$ cat src/rtl/serial_cmp_ctrl.sv
// LSB-first serial magnitude comparator: streams one bit pair per clock through
// a single majority cell, reporting A>B (or A>=B with x_init=1) and A==B.
module serial_cmp_ctrl #(
  parameter int WIDTH = 8
) (
  input  logic                     clk,
  input  logic                     rst_n,
  input  logic                     start,
  input  logic                     abort,
  input  logic [WIDTH-1:0]         a_in,
  input  logic [WIDTH-1:0]         b_in,
  input  logic                     x_init,
  output logic                     busy,
  output logic                     done,
  output logic                     result,
  output logic                     eq,
  output logic [$clog2(WIDTH)-1:0] bit_idx
);

  localparam int            CW   = $clog2(WIDTH);
  localparam logic [CW-1:0] LAST = CW'(WIDTH - 1);

  typedef enum logic [1:0] {
    IDLE,
    RUN,
    DONE
  } state_t;

  state_t           state;
  logic [WIDTH-1:0] a_sh;
  logic [WIDTH-1:0] b_sh;
  logic             s;
  logic             e;
  logic [CW-1:0]    cnt;
  logic             s_next;
  logic             e_next;

  // One comparison cell: bit 0 of the shift registers is always the current pair.
  always_comb begin
    s_next = (a_sh[0] & ~b_sh[0]) | (a_sh[0] & s) | (~b_sh[0] & s);
    e_next = e & ~(a_sh[0] ^ b_sh[0]);
  end

  // cnt is cleared whenever RUN is left, so it doubles as bit_idx.
  assign bit_idx = cnt;

  // NOTE: all state below uses non-blocking assignments so every register
  // samples pre-edge values; blocking here would chain s_next into result.
  always_ff @(posedge clk or negedge rst_n) begin
    if (!rst_n) begin
      state  <= IDLE;
      a_sh   <= '0;
      b_sh   <= '0;
      s      <= 1'b0;
      e      <= 1'b1;
      cnt    <= '0;
      busy   <= 1'b0;
      done   <= 1'b0;
      result <= 1'b0;
      eq     <= 1'b0;
    end else begin
      done <= 1'b0;
      case (state)
        IDLE, DONE: begin
          if (start) begin
            a_sh  <= a_in;
            b_sh  <= b_in;
            s     <= x_init;
            e     <= 1'b1;
            cnt   <= '0;
            busy  <= 1'b1;
            state <= RUN;
          end else begin
            state <= IDLE;
          end
        end
        RUN: begin
          if (abort) begin
            // Cancel without touching result/eq; the partial state is dropped.
            cnt   <= '0;
            busy  <= 1'b0;
            state <= IDLE;
          end else begin
            a_sh <= a_sh >> 1;
            b_sh <= b_sh >> 1;
            s    <= s_next;
            e    <= e_next;
            if (cnt == LAST) begin
              result <= s_next;
              eq     <= e_next;
              done   <= 1'b1;
              busy   <= 1'b0;
              cnt    <= '0;
              state  <= DONE;
            end else begin
              cnt <= cnt + CW'(1);
            end
          end
        end
        default: state <= IDLE;
      endcase
    end
  end

endmodule

$ cat config.mk
export PLATFORM = sky130hd
export DESIGN_NAME = serial_cmp_ctrl
export DESIGN_NICKNAME = d
export VERILOG_FILES = /design/src/rtl/serial_cmp_ctrl.sv
export SDC_FILE = /design/constraint.sdc
export NUM_CORES = 1
export LEC_CHECK = 0
export BUFFER_PORTS_ARGS = -buffer_cell sky130_fd_sc_hd__buf_2
export CAP_MARGIN = 0
export CORE_ASPECT_RATIO = 0.9
export CORE_MARGIN = 3
export CORE_UTILIZATION = 50
export CTS_BUF_LIST = sky130_fd_sc_hd__clkbuf_2 sky130_fd_sc_hd__clkbuf_4 sky130_fd_sc_hd__clkbuf_8
export CTS_CLUSTER_SIZE = 25
export DETAILED_ROUTE_END_ITERATION = 7
export PLACE_DENSITY = 0.77
export SETUP_SLACK_MARGIN = 0.3
export SYNTH_ARGS = -nofsm -noshare
export SYNTH_HDL_FRONTEND = slang
export SYNTH_SLANG_ARGS = --single-unit
export TNS_END_PERCENT = 20
$ cat constraint.sdc
create_clock -name clk -period 1.3 [get_ports clk]
set_clock_uncertainty 0.1 [all_clocks]
set_input_delay 0 -clock clk [delete_from_list [all_inputs] [get_ports clk]]
set_output_delay 0 -clock clk [all_outputs]
set_load 0.03 [all_outputs]
# ---- Word level (Yosys, flattened, before mapping)
# Cells that the tools add are included.
dict set report word_totals {
  reg_bits 27
  input_bits 21
  out_inout_bits 7
  word_cells 60
}
dict set report op_classes {
  n_addsub 1
  eq_ne 6
  mux 26
  bitwise_logic 10
  n_reduce_logical 7
}
# op n
set ops {}
lappend ops {{$mux 8} 4}
lappend ops {{$pmux 8 s2} 2}
lappend ops {{$mux 1} 10}
lappend ops {{$mux 3} 3}
lappend ops {{$reduce_and 3->1} 3}
lappend ops {{$pmux 1 s2} 3}
lappend ops {{$pmux 3 s2} 1}
lappend ops {{$and 1x1->1} 4}
lappend ops {{$mux 2} 2}
lappend ops {{$ne 2x2->1 const B} 2}
lappend ops {{$pmux 2 s2} 1}
lappend ops {{$add 3x1->3 const B} 1}
lappend ops {{$eq 3x3->1 const B} 1}
lappend ops {{$ne 3x3->1 const B} 1}
lappend ops {{$not 1->1} 3}
lappend ops {{$eq 2x1->1 const B} 1}
lappend ops {{$eq 2x2->1 const B} 1}
lappend ops {{$logic_not 2->1} 1}
lappend ops {{$or 1x1->1} 2}
lappend ops {{$reduce_and 2->1} 1}
lappend ops {{$reduce_bool 2->1} 1}
lappend ops {{$reduce_or 2->1} 1}
lappend ops {{$xor 1x1->1} 1}

# ---- Longest topological paths before layout
dict set report depth {
  ltp_word 6
  mapped_depth 5
  mapped_depth_nobuf 5
}

# ---- Worst setup path after synthesis
# No wires, ideal clock.
dict set report synth_path {
  kind {register to register}
  startpoint {reg cnt[0], in the netlist bit_idx[0]}
  endpoint {reg eq}
  setup_time_ns 0.126
  t_arrival_ns 1.330
  required_ns 1.074
  slack_ns -0.256
  path_stages_with_launch 6
  n_path_buf 0
  synth_period_minus_slack_ns 1.556
  cell_sequence {dfrtp_1 > ha_1 > ha_1 > and4bb_1 > nand3_1 > o21ai_0}
}
dict set report synth_via {
  elab_chain_cells 2
}
# element line
set synth_lines {}
lappend synth_lines {{start: declaration} 34} ;# logic [CW-1:0] cnt;
lappend synth_lines {{start signal: assignment} 96} ;# cnt <= cnt + CW'(1);
lappend synth_lines {{$eq 3x3->1} 88} ;# if (cnt == LAST) begin
lappend synth_lines {{$reduce_and 3->1 (no source line)} --}
lappend synth_lines {{end signal: assignment} 90} ;# eq <= e_next;
lappend synth_lines {{end: declaration} 16} ;# output logic eq,
# Every way passes these cells.
# A chain may end at the register's enable or synchronous reset.

# ---- Final worst setup path
dict set report layout_path {
  startpoint {reg state[1]}
  endpoint {reg s}
}
dict set report layout_via {
  elab_chain_cells 4
  word_cells_on_any_way 9
  cone_classes {eq/ne (4); mux (1); reduce/logical (4)}
}
# element line
set layout_lines {}
lappend layout_lines {{start: declaration} 29} ;# state_t state;
lappend layout_lines {{start signal: assignment} 51} ;# state <= IDLE;
lappend layout_lines {{start signal: assignment} 72} ;# state <= RUN;
lappend layout_lines {{start signal: assignment} 74} ;# state <= IDLE;
lappend layout_lines {{$eq 2x2->1 or $logic_not 2->1 (tied branches)} 63} ;# case (state)
lappend layout_lines {{$reduce_or 2->1} 63}
lappend layout_lines {{$ne 2x2->1 (no source line) or $reduce_bool 2->1 (tied branches)} --}
lappend layout_lines {{$reduce_and 3->1 (no source line)} --}
lappend layout_lines {{end signal: assignment} 68} ;# s <= x_init;
lappend layout_lines {{end signal: assignment} 86} ;# s <= s_next;
lappend layout_lines {{end: declaration} 32} ;# logic s;
# Several ways; a longest one is shown, not always the timed one.

==> reports/qor.csv <==
stage,metric,value,unit
sta,setup_slack,-0.0786,ns
clock_network,cts_tree,yes,
layout,nets,193,
routing,drt-wirelength-per-cell,15.0,um
global_route,met2_usage,34.0,%
global_route,gr-usage-all-layers,20.3,%
clock_network,clk_pin_slew,0.15,ns
setup_path,start_kind,flop,
sta,rsz0062_at_grt,true,
die,fp.dieArea,3300,sq um
global_route,antenna_found_initial,0,
sta,hold_viol,1,
clock_network,h-tree-depth,1,
synthesis,avgSynthCellArea,11.6,sq um
routing,route.detailed.drc,0,
clock_network,clock_latency,0.32,ns
die,die_h,54.8,um
sta,slew_violations,0,
synthesis,yosysWarnings,0,
synthesis,synth_edf_count,0,
power_and_ir_drop,p_per_area,1340,nW/um^2
synthesis,synth_top_area_share,49.1,%
clock_network,numCtsBuffers,3,
flow_run,cap_violations,0,
global_route,grt_use_met1,27.5,%
sta,setup_viol,24,
clock_network,clockBufferDepth,2,
layout,multi_input_area,661,sq um
die,io_pins,28,
status,status,finished with violations,
synthesis,ys_ff_latch,27,
setup_path,r2r-start,state[1],
status,violations,"hold timing, setup timing",
power_and_ir_drop,p_leak,0.845,nW
placement,placed_area,1540,sq um
synthesis,syn_inst,114,
synthesis,synth.area.top_cells,"dfrtp_1 49%, mux2i_1 11%, a21oi_2 5.3%",
sta,worst-slew-pin-transition,0.596,ns
synthesis,synthFlopType,dfrtp_1,
routing,drt_iter0_drc,24,
synthesis,seq_area_frac_synth,51.1,%
sta,fin_hold_ws,-0.00521,ns
synthesis,synth_nets,139,
layout,fill_cells,164,
placement,dp_hpwl,2.01,mm
layout,regArea,681,sq um
routing,drtPass1Iterations,4,
clock_network,cts.sinks,27,
setup_path,cp-startpoint,state[1],
layout,drive_gt1_share,39.5,%
min_path,min_path_type,in2reg,
routing,drt_wl_total,2.93,mm
min_path,min_from,start,
global_route,grt_start_max_net_pins,28,
setup_path,cp_max_fo,10,
setup_path,endpoint_kind,flop,
routing,via_per_inst,5.53,
clock_network,cts_root_buffer,clkbuf_4,
layout,utilization,75.1,%
routing,drt.antenna.violating_nets,0,
global_route,grt_pass1_wl,4.86,mm
setup_path,cp.required,1.41,ns
routing,vias,1079,
global_route,gr-usage-met3,3.54,%
die,die_w,60.2,um
power_and_ir_drop,ir_drop,1.05,mV
setup_path,critPathArrivalTime,1.49,ns
layout,area_growth,41.1,%
sta,period_share,106,%
layout,diodes,0,
sta,max_slew_margin,60.3,%
global_route,grt_overflow,0,
layout,final_cell_area,1870,sq um
power_and_ir_drop,total_power,0.00250,W
synthesis,async_flop_share,100,%
synthesis,synth_top_cell_by_area,dfrtp_1,
sta,period_minus_slack,1.38,ns
global_route,grt_pass1_vias,1010,
synthesis,syn_area,1320,sq um
global_route,busiest_layer,met2,
die,initial_utilization,53.2,%
setup_path,criticalPathCategory,reg2reg,
die,rows,17,
die,fp.coreArea,2490,sq um
placement,place_congestion,0.758,
sta,fmax,0.725,GHz
placement,port_buffers,27,
synthesis,synth_cell_types,27,
==> metrics by stage <==
stage / instances / TNS [ns] / worst slack (ns)
2_1_floorplan: 114 / -0.173 / -0.0875
3_3_place_gp: 171 / -0.0647 / -0.0140
3_5_place_dp: 171 / -1.03 / -0.0871
4_1_cts: 195 / -0.877 / -0.0684
5_1_grt: 195 / -2.20 / -0.122
6_report: 195 / -1.18 / -0.0786
==> what timing repair did <==
item / in CTS / in global routing
pin swaps: 4 / 1
resized for setup: 19 / 11
cloned: 1 / 0
setup endpoints to repair: 33 / 34
buffers inserted: 0 / 0
hold endpoints to repair: 48 / 0
hold buffers: 19 / 0
==> final cells by class <==
type	count	share of cell area [%]
flip-flops and latches	27	36.4
multi-input cells	79	35.4
well taps	28	1.88
clock buffers	3	1.21
inverters	2	0.402
repair buffers	55	24.3
clock inverters	1	0.402
==> cell usage in the layout, fill, tap and decap left out, drive strengths merged, types with 2 or more instances in the layout <==
cell type / instances
ha: 4
a22o: 5
nand2: 2
buf: 36
nand2b: 5
dfrtp: 26
dlygate4sd3: 19
clkbuf: 3
mux2i: 15
inv: 2
nand3: 2
o21ai: 2
nor3: 14
a21oi: 17
nor2: 6
==> sequential cells by signal, summed over array words and instances, names as in the netlist, 2 cells and up <==
signal   cells
a_sh         8
bit_idx      3
b_sh         8
state        2
==> cell usage after synthesis (all sizes together), types with 2 or more instances <==
master  count
mux2i      15
ha          4
nor3       14
nand2       2
a21oi      17
buf         6
a22o        5
o21ai       2
nand2b      4
nor2        6
inv         2
nand3       2
dfrtp      26
==> worst paths after layout <==
check                           endpoint  slack (ns)  depth (start not counted)
min in group asynchronous           done        0.08                          2
worst max-delay path                   s       -0.08                          3
worst max register to register         s       -0.08                          3
max in group asynchronous       state[1]        0.60                          2
worst min-delay path                busy      -0.005                          3
worst min register to register      busy        0.44                          1
==> metal layers <==
layer | vias to the layer above | part of all wire (%)
met4 | 0 | 1.1
met3 | 4 | 4.5
met1 | 522 | 44
met5 | - | 0
li1 | 517 | -
met2 | 36 | 51
==> critical path, cell delays in order, from the launching register on <==
cell and delay, ns:
dfrtp_2 0.48, nor3b_4 0.33, buf_4 0.24, o221ai_1 0.12
==> report_power, final <==
part / total [W] / internal (W) / switching [W]
Clock: 0.000371 / 0.000118 / 0.000253
Combinational: 0.000925 / 0.000476 / 0.000450
Sequential: 0.00121 / 0.00106 / 0.000146
==> cells by family after synthesis <==
logic type      synth area share, %
buf+inv                        5.10
flops                          51.1
mux                            11.3
fa+ha+maj                      3.78
compound gates                 14.0
simple gates                   14.7
Note: power is estimated with default switching activity, not from simulation.
